$ cat config.mk
export PLATFORM = sky130hd
export DESIGN_NAME = fetch_sequencer
export DESIGN_NICKNAME = d
export VERILOG_FILES = /design/src/rtl/fetch_sequencer.sv
export SDC_FILE = /design/constraint.sdc
export NUM_CORES = 1
export LEC_CHECK = 0
export ABC_AREA = 1
export CORE_ASPECT_RATIO = 1.5
export CORE_MARGIN = 5
export CORE_UTILIZATION = 46
export DETAILED_ROUTE_END_ITERATION = 10
export PLACE_DENSITY = 0.8
export SLEW_MARGIN = 10
export SYNTH_ARGS = -nofsm -noshare
export SYNTH_HDL_FRONTEND = slang
export SYNTH_SLANG_ARGS = --single-unit
$ cat constraint.sdc
create_clock -name clk -period 1.8 [get_ports clk]
set_clock_uncertainty 0.1 [all_clocks]
set_input_delay 0.36 -clock clk [delete_from_list [all_inputs] [get_ports clk]]
set_output_delay 0.36 -clock clk [all_outputs]
set_load 0.05 [all_outputs]
$ cat src/rtl/fetch_sequencer.sv
// rtl/fetch_sequencer.sv - instruction-fetch controller: PC, big-endian capture, valid/ready output slot
module fetch_sequencer #(
    parameter int                ADDR_W   = 8,
    parameter logic [ADDR_W-1:0] RESET_PC = '0
) (
    input  logic              clk,
    input  logic              reset,
    input  logic              run,
    output logic [15:0]       imem_addr,
    input  logic [15:0]       imem_data,
    input  logic              redirect_valid,
    input  logic [ADDR_W-1:0] redirect_pc,
    input  logic              halt_req,
    output logic              inst_valid,
    input  logic              inst_ready,
    output logic [15:0]       inst_out,
    output logic [ADDR_W-1:0] inst_pc,
    output logic              busy,
    output logic              halted,
    output logic [15:0]       retired
);

    localparam logic [1:0] S_IDLE  = 2'd0;
    localparam logic [1:0] S_FETCH = 2'd1;
    localparam logic [1:0] S_DRAIN = 2'd2;
    localparam logic [1:0] S_HALT  = 2'd3;

    logic [1:0]        state_q, state_d;
    logic [ADDR_W-1:0] pc_q, pc_d;
    logic              inst_valid_q, inst_valid_d;
    logic [15:0]       inst_out_q, inst_out_d;
    logic [ADDR_W-1:0] inst_pc_q, inst_pc_d;
    logic [15:0]       retired_q, retired_d;

    logic              slot_free;
    logic              handshake;
    logic [ADDR_W-1:0] target_pc;

    assign slot_free = !inst_valid_q || inst_ready;
    assign handshake = inst_valid_q && inst_ready;
    assign target_pc = redirect_pc & ~ADDR_W'(1);

    always_comb begin
        state_d      = state_q;
        pc_d         = pc_q;
        inst_valid_d = inst_valid_q;
        inst_out_d   = inst_out_q;
        inst_pc_d    = inst_pc_q;
        retired_d    = retired_q;

        // Handshakes count in every state, including one whose instruction is being flushed.
        if (handshake && (retired_q != 16'hFFFF)) begin
            retired_d = retired_q + 16'd1;
        end

        case (state_q)
            S_IDLE: begin
                if (redirect_valid) begin
                    pc_d = target_pc;
                end
                if (run) begin
                    state_d = S_FETCH;
                end
            end
            S_FETCH: begin
                if (redirect_valid) begin
                    pc_d         = target_pc;
                    inst_valid_d = 1'b0;
                end else if (halt_req) begin
                    if (inst_ready) begin
                        inst_valid_d = 1'b0;
                    end
                    state_d = S_DRAIN;
                end else if (slot_free) begin
                    inst_out_d   = imem_data;
                    inst_pc_d    = pc_q;
                    inst_valid_d = 1'b1;
                    pc_d         = pc_q + ADDR_W'(2);
                end
            end
            S_DRAIN: begin
                if (redirect_valid) begin
                    pc_d         = target_pc;
                    inst_valid_d = 1'b0;
                    state_d      = S_HALT;
                end else begin
                    if (inst_ready) begin
                        inst_valid_d = 1'b0;
                    end
                    if (slot_free) begin
                        state_d = S_HALT;
                    end
                end
            end
            default: begin
                inst_valid_d = 1'b0;
                if (redirect_valid) begin
                    pc_d    = target_pc;
                    state_d = S_FETCH;
                end
            end
        endcase
    end

    always_ff @(posedge clk or posedge reset) begin
        if (reset) begin
            state_q      <= S_IDLE;
            pc_q         <= RESET_PC;
            inst_valid_q <= 1'b0;
            inst_out_q   <= 16'd0;
            inst_pc_q    <= '0;
            retired_q    <= 16'd0;
        end else begin
            state_q      <= state_d;
            pc_q         <= pc_d;
            inst_valid_q <= inst_valid_d;
            inst_out_q   <= inst_out_d;
            inst_pc_q    <= inst_pc_d;
            retired_q    <= retired_d;
        end
    end

    assign imem_addr  = 16'(pc_q);
    assign inst_valid = inst_valid_q;
    assign inst_out   = inst_out_q;
    assign inst_pc    = inst_pc_q;
    assign busy       = (state_q == S_FETCH) || (state_q == S_DRAIN);
    assign halted     = (state_q == S_HALT);
    assign retired    = retired_q;

endmodule

==> results.sh, run 1 <==
export IMPL_status="completed"
export IMPL_initial_core_util_pct=47.23
export IMPL_tns_ns=0
export IMPL_dpl_hpwl_um=5184
export IMPL_whs_ns=0.3083
export IMPL_powerDensity_mw_per_mm2=1480
export IMPL_critPathArrivalTime_ns=1.26
export IMPL_syn2layout_area_growth_pct=41.30
export IMPL_synth_seq_area_share_pct=44.87
export IMPL_synthCells=353
export IMPL_port_buffers=77
export IMPL_ys_warn_count=0
export IMPL_drv_slew=0
export IMPL_die_y_um=104.4
export IMPL_netlist_area_leader_share_pct=44.87
export IMPL_synthTopCellsByCount="nand2_1, dfrtp_1, inv_1"
export IMPL_synth_edf_count=0
export IMPL_final_area_mm2=0.003861
export IMPL_dr_pass1_iters=4
export IMPL_p_leak_nw=1.951
export IMPL_cts_tree="built"
export IMPL_finalHoldViolations=0
export IMPL_setup_violations=0
export IMPL_cap_violations=0
export IMPL_wire_per_inst_um=13.21
export IMPL_die_area_mm2=0.007614
export IMPL_cts_sinks=49
export IMPL_rsz0062_at_grt="no"
export IMPL_syn_cell_area_mm2=0.002733
export IMPL_yosysMostFrequentCell="nand2_1"
export IMPL_fp_coreArea_mm2=0.005786
export IMPL_synth_main_ff_cell="dfrtp_1"
export IMPL_synth_seq_cells=49
export IMPL_met1_length_um=2529
export IMPL_placementRows=34
export IMPL_ir_drop_v=0.001321
export IMPL_avgViaCountPerCell=4.724
export IMPL_grt_pass1_wl_um=11360
export IMPL_gp_congestion=0.8252
export IMPL_required_ns=1.34
export IMPL_post_route_min_period_ns=1.717
export IMPL_met3_wirelength_um=316
export IMPL_grt_pass1_vias=2496
export IMPL_fin_nets=482
export IMPL_antennaDiodeCount=0
export IMPL_clk_pin_slew_ns=0.09
export IMPL_grt_usage_pct=18.68
export IMPL_gr_total_overflow=0
export IMPL_fp_dieW_um=72.93
export IMPL_fin_crit_sh_pct=95.41
export IMPL_htree_levels=2
export IMPL_drc=0
export IMPL_top_layer="met4"
export IMPL_crit_type="reg2out"
export IMPL_grt_max_degree=50
export IMPL_drive_gt1_share_pct=23.32
export IMPL_clk_latency_ns=0.30
export IMPL_critPathCaptureType="primary output"
export IMPL_ant_nets=0
export IMPL_drtIter0Drc=123
export IMPL_ctsHoldBuffers=0
export IMPL_hp_class="in2async"
export IMPL_clockBufferDepth=2
export IMPL_vias=2447
export IMPL_synth_area_leaders="dfrtp_1, nand2_1, o21ai_0, inv_1, nor2_1"
export IMPL_numCtsBuffers=5
export IMPL_yosys_area_top_type="dfrtp_1"
export IMPL_antenna_found_initial=0
export IMPL_path_max_fanout=4
export IMPL_cts_root_buf="clkbuf_8"
export IMPL_syn_area_per_cell_um2=7.741
export IMPL_synth_cell_types=29
export IMPL_placed_cell_area_mm2=0.003724
export IMPL_cp_start_kind="register"
export IMPL_async_reset_ff_share_pct=100.0
export IMPL_route_met2_wl_um=3839
export IMPL_ioPinCount=89
export IMPL_max_freq_mhz=582.3
export IMPL_drt_total_wl_um=6842
## sequential cells by signal, indices dropped and copies added, names as in the netlist
name and cells:
inst_valid 1, inst_out 16, retired 16, state_q 2, pc_q 7, inst_pc 7
## final cells by class
cell class | instances | area (um2)
multi-input cells | 250 | 1282
flip-flops and latches | 49 | 1229
clock inverters | 1 | 7.507
repair buffers | 92 | 985.9
inverters | 47 | 190.2
fillers | 532 | 1924
well taps | 72 | 90.09
clock buffers | 7 | 76.32
## power by group
| group | internal, mW | switching, mW |
|---|---|---|
| combinational | 1.11 | 2.21 |
| sequential | 1.46 | 0.287 |
| clock | 0.276 | 0.370 |
| total | 2.85 | 2.86 |
## per-layer routing
metal  GRT usage, %  up-vias
met5              0        -
met4          6.464        0
met3          3.868       16
met2          34.43       69
met1          20.36     1118
li1               -     1244
## worst max-delay path, stage by stage (launching register included)
cell and delay [ns]:
dfrtp_1 0.40, inv_1 0.12, ha_4 0.31, buf_12 0.13
## worst paths after layout
| path | from | end | slack (ns) | depth (start not counted) |
|---|---|---|---|---|
| worst max-delay path | state_q[1]$_DFFE_PP0P_ | busy | 0.08 | 3 |
| worst min-delay path | reset | state_q[1]$_DFFE_PP0P_ | 0.31 | 3 |
| max in group asynchronous | reset | retired[0]$_DFFE_PP0P_ | 1.06 | 3 |
| worst min register to register | inst_pc[6]$_DFFE_PP0P_ | inst_pc[6]$_DFFE_PP0P_ | 0.39 | 2 |
| worst max register to register | state_q[1]$_DFFE_PP0P_ | inst_out[0]$_DFFE_PP0P_ | 0.18 | 5 |
| min in group clk | inst_pc[6]$_DFFE_PP0P_ | inst_pc[6]$_DFFE_PP0P_ | 0.39 | 2 |
## stage by stage
step | instances | setup WS (ns) | util (%) | total power, mW
after floorplan | 362 | 0.04638 | - | 3.863
after global placement | 509 | -0.05539 | 64.36 | 4.915
after detailed placement | 509 | -0.1152 | 64.36 | 4.988
after CTS | 518 | 0.05332 | 66.15 | 5.717
after global routing | 518 | 0.009525 | 66.74 | 6.043
final | 518 | 0.08261 | 66.74 | 5.716
## what timing repair did
action,CTS,global route
resized for setup,1,7
buffers inserted,1,0
setup endpoints to repair,1,32
## kinds of logic (layout without fill, tap and decap cells)
logic type                 after synthesis  in the layout  synth area share (%)
DFF                                     49             49                 44.87
xor gates and xnor gates                11             11                 3.526
AOI/OAI and AO/OA                       44             44                 8.654
buffers and inverters                   63            147                 10.76
adders and majority gates                7              7                 3.205
and+or+nand+nor                        178            178                 28.85
other                                    1             10                0.1372
## cell usage in the layout, fill, tap and decap left out, types with 3 or more instances in the layout
cell,n
ha_1,4
conb_1,10
buf_12,18
inv_2,6
o21ai_0,34
nand2_2,12
dfrtp_1,47
nand2_1,117
nor2_1,27
clkbuf_8,5
nand4_1,5
xnor2_1,8
o21ai_1,9
clkdlybuf4s50_1,28
nand3_1,8
buf_4,46
xor2_1,3
inv_1,38
Note: power is estimated with default switching activity, not from simulation.
==> run 2, diff against run 1 <==
Settings changed: TNS_END_PERCENT set to 10.
==> results of run 2 <==
No change in the layout: final DEF, timing and power equal those of run 1.
==> run 3, diff against run 2 <==
Settings changed: GPL_TIMING_DRIVEN set to 0.
==> results.sh, run 3 (synthesis gave the netlist of run 1 again) <==
export IMPL_status="completed"
export IMPL_ctsHoldBuffers=0
export IMPL_avgViaCountPerCell=4.748
export IMPL_drtIter0Drc=125
export IMPL_powerDensity_mw_per_mm2=1483
export IMPL_cts_root_buf="clkbuf_8"
export IMPL_crit_type="reg2out"
export IMPL_numCtsBuffers=5
export IMPL_gp_congestion=0.8499
export IMPL_final_cell_mix="nand2_1, dfrtp_1, inv_1, o21ai_0, dlygate4sd2_1"
export IMPL_fp_coreArea_mm2=0.005786
export IMPL_worst_pin_slew_ns=0.5350
export IMPL_rsz0062_at_grt="yes"
export IMPL_dpl_hpwl_um=5163
export IMPL_fin_util_pct=64.42
export IMPL_die_y_um=104.4
export IMPL_internal_power_mw=2.709
export IMPL_drv_slew=0
export IMPL_cts_sinks=49
export IMPL_required_ns=1.34
export IMPL_die_area_mm2=0.007614
export IMPL_max_freq_mhz=565.2
export IMPL_critPathArrivalTime_ns=1.31
export IMPL_htree_levels=2
export IMPL_clockBufferDepth=2
export IMPL_finalHoldViolations=0
export IMPL_hp_class="in2async"
export IMPL_gr_total_overflow=0
export IMPL_grt_usage_pct=18.45
export IMPL_pwr_share_seq_pct=31.6
export IMPL_whs_ns=0.2318
export IMPL_post_route_min_period_ns=1.769
export IMPL_port_buffers=77
export IMPL_drc=0
export IMPL_antenna_found_initial=0
export IMPL_clk_latency_ns=0.31
export IMPL_layout_commonest_cell="nand2_1"
export IMPL_vias=2464
export IMPL_p_sw_share_pct=51.01
export IMPL_drt_total_wl_um=6819
export IMPL_ir_drop_v=0.001280
export IMPL_grt_pass1_vias=2352
export IMPL_switchingPower_mw=2.821
export IMPL_grt_max_degree=36
export IMPL_combPwrFrac_pct=54.3
export IMPL_clk_pin_slew_ns=0.09
export IMPL_wire_per_inst_um=13.14
export IMPL_multi_input_area_mm2=0.001275
export IMPL_antennaDiodeCount=0
export IMPL_grt_pass1_wl_um=11230
export IMPL_ant_nets=0
export IMPL_cp_start_kind="register"
export IMPL_placementRows=34
export IMPL_fin_nets=484
export IMPL_p_leak_nw=1.942
export IMPL_cap_violations=0
export IMPL_power_frac_clock_pct=14.1
export IMPL_drive_gt1_share_pct=15.66
export IMPL_slew_headroom_pct=64.48
export IMPL_ioPinCount=89
export IMPL_p_total_mw=5.529
export IMPL_critPathCaptureType="primary output"
export IMPL_initial_core_util_pct=47.23
export IMPL_syn2layout_area_growth_pct=36.40
export IMPL_path_max_fanout=5
export IMPL_cts_tree="built"
export IMPL_fp_dieW_um=72.93
export IMPL_fillers=526
export IMPL_dr_pass1_iters=4
export IMPL_regArea_mm2=0.001229
export IMPL_setup_violations=0
export IMPL_fin_crit_sh_pct=98.30
run 3: changes by cell type in the layout (fill, tap and decap cells not counted), sizes merged:
cell | previous run | this run
clkbuf | 7 | 12
clkinvlp | 1 | 0
bufinv | 0 | 1
dlygate4sd2 | 0 | 30
clkdlybuf4s15 | 0 | 12
buf | 64 | 17
inv | 44 | 45
run 3: final timing paths:
check / to / slack (ns) / from / cells past startpoint
min reg2reg: inst_out[6]$_DFFE_PP0P_ / 0.39 / inst_out[6]$_DFFE_PP0P_ / 2
max: halted / 0.03 / state_q[0]$_DFFE_PP0P_ / 2
max in group asynchronous: retired[0]$_DFFE_PP0P_ / 0.85 / reset / 3
min in group clk: inst_out[6]$_DFFE_PP0P_ / 0.39 / inst_out[6]$_DFFE_PP0P_ / 2
max reg2reg: inst_valid$_DFFE_PP0P_ / 0.11 / state_q[1]$_DFFE_PP0P_ / 8
min: retired[4]$_DFFE_PP0P_ / 0.23 / reset / 2
run 3: timing repair:
| action | in CTS | in global routing |
|---|---|---|
| buffers inserted | 0 | 0 |
| gates resized for setup | 64 | 32 |
| endpoints found under the setup margin | 62 | 53 |
run 3: critical path: stages (launching register included):
cell and delay, ns:
dfrtp_1 0.45, ha_1 0.23, clkdlybuf4s15_2 0.33
run 3: cell type report:
cell class | instances | area share (%)
clock buffers | 5 | 1.846
plain buffers | 16 | 3.256
multi-input cells | 250 | 34.21
well taps | 72 | 2.417
flip-flops and latches | 49 | 32.96
repair buffers | 78 | 19.54
clock inverters | 2 | 0.9399
inverters | 47 | 4.834
run 3: power by group through the flow:
| stage | registers, mW | clock network, mW | logic [mW] |
|---|---|---|---|
| 2_1_floorplan | 2.90 | 0 | 0.968 |
| 3_3_place_gp | 1.76 | 0 | 3.12 |
| 3_5_place_dp | 1.77 | 0 | 3.16 |
| 4_1_cts | 1.74 | 0.813 | 2.95 |
| 5_1_grt | 1.79 | 0.857 | 3.22 |
| 6_report | 1.74 | 0.780 | 3.00 |
run 3: per-stage QoR:
step	cell area [um2]	setup WS, ns	std cells	setup TNS (ns)
final	3727	0.03060	519	0
after global routing	3727	-0.02812	519	-0.06276
after CTS	3706	-0.008782	519	-0.008782
after detailed placement	3650	-0.2890	512	-6.849
after global placement	3630	-1.004	511	-47.55
after floorplan	2769	0.04638	362	0
run 3: per-layer routing:
metal,wire [um],GRT usage [%]
met1,2673,21.46
met2,3680,32.95
met3,390,4.739
met4,75,4.354
met5,0,0
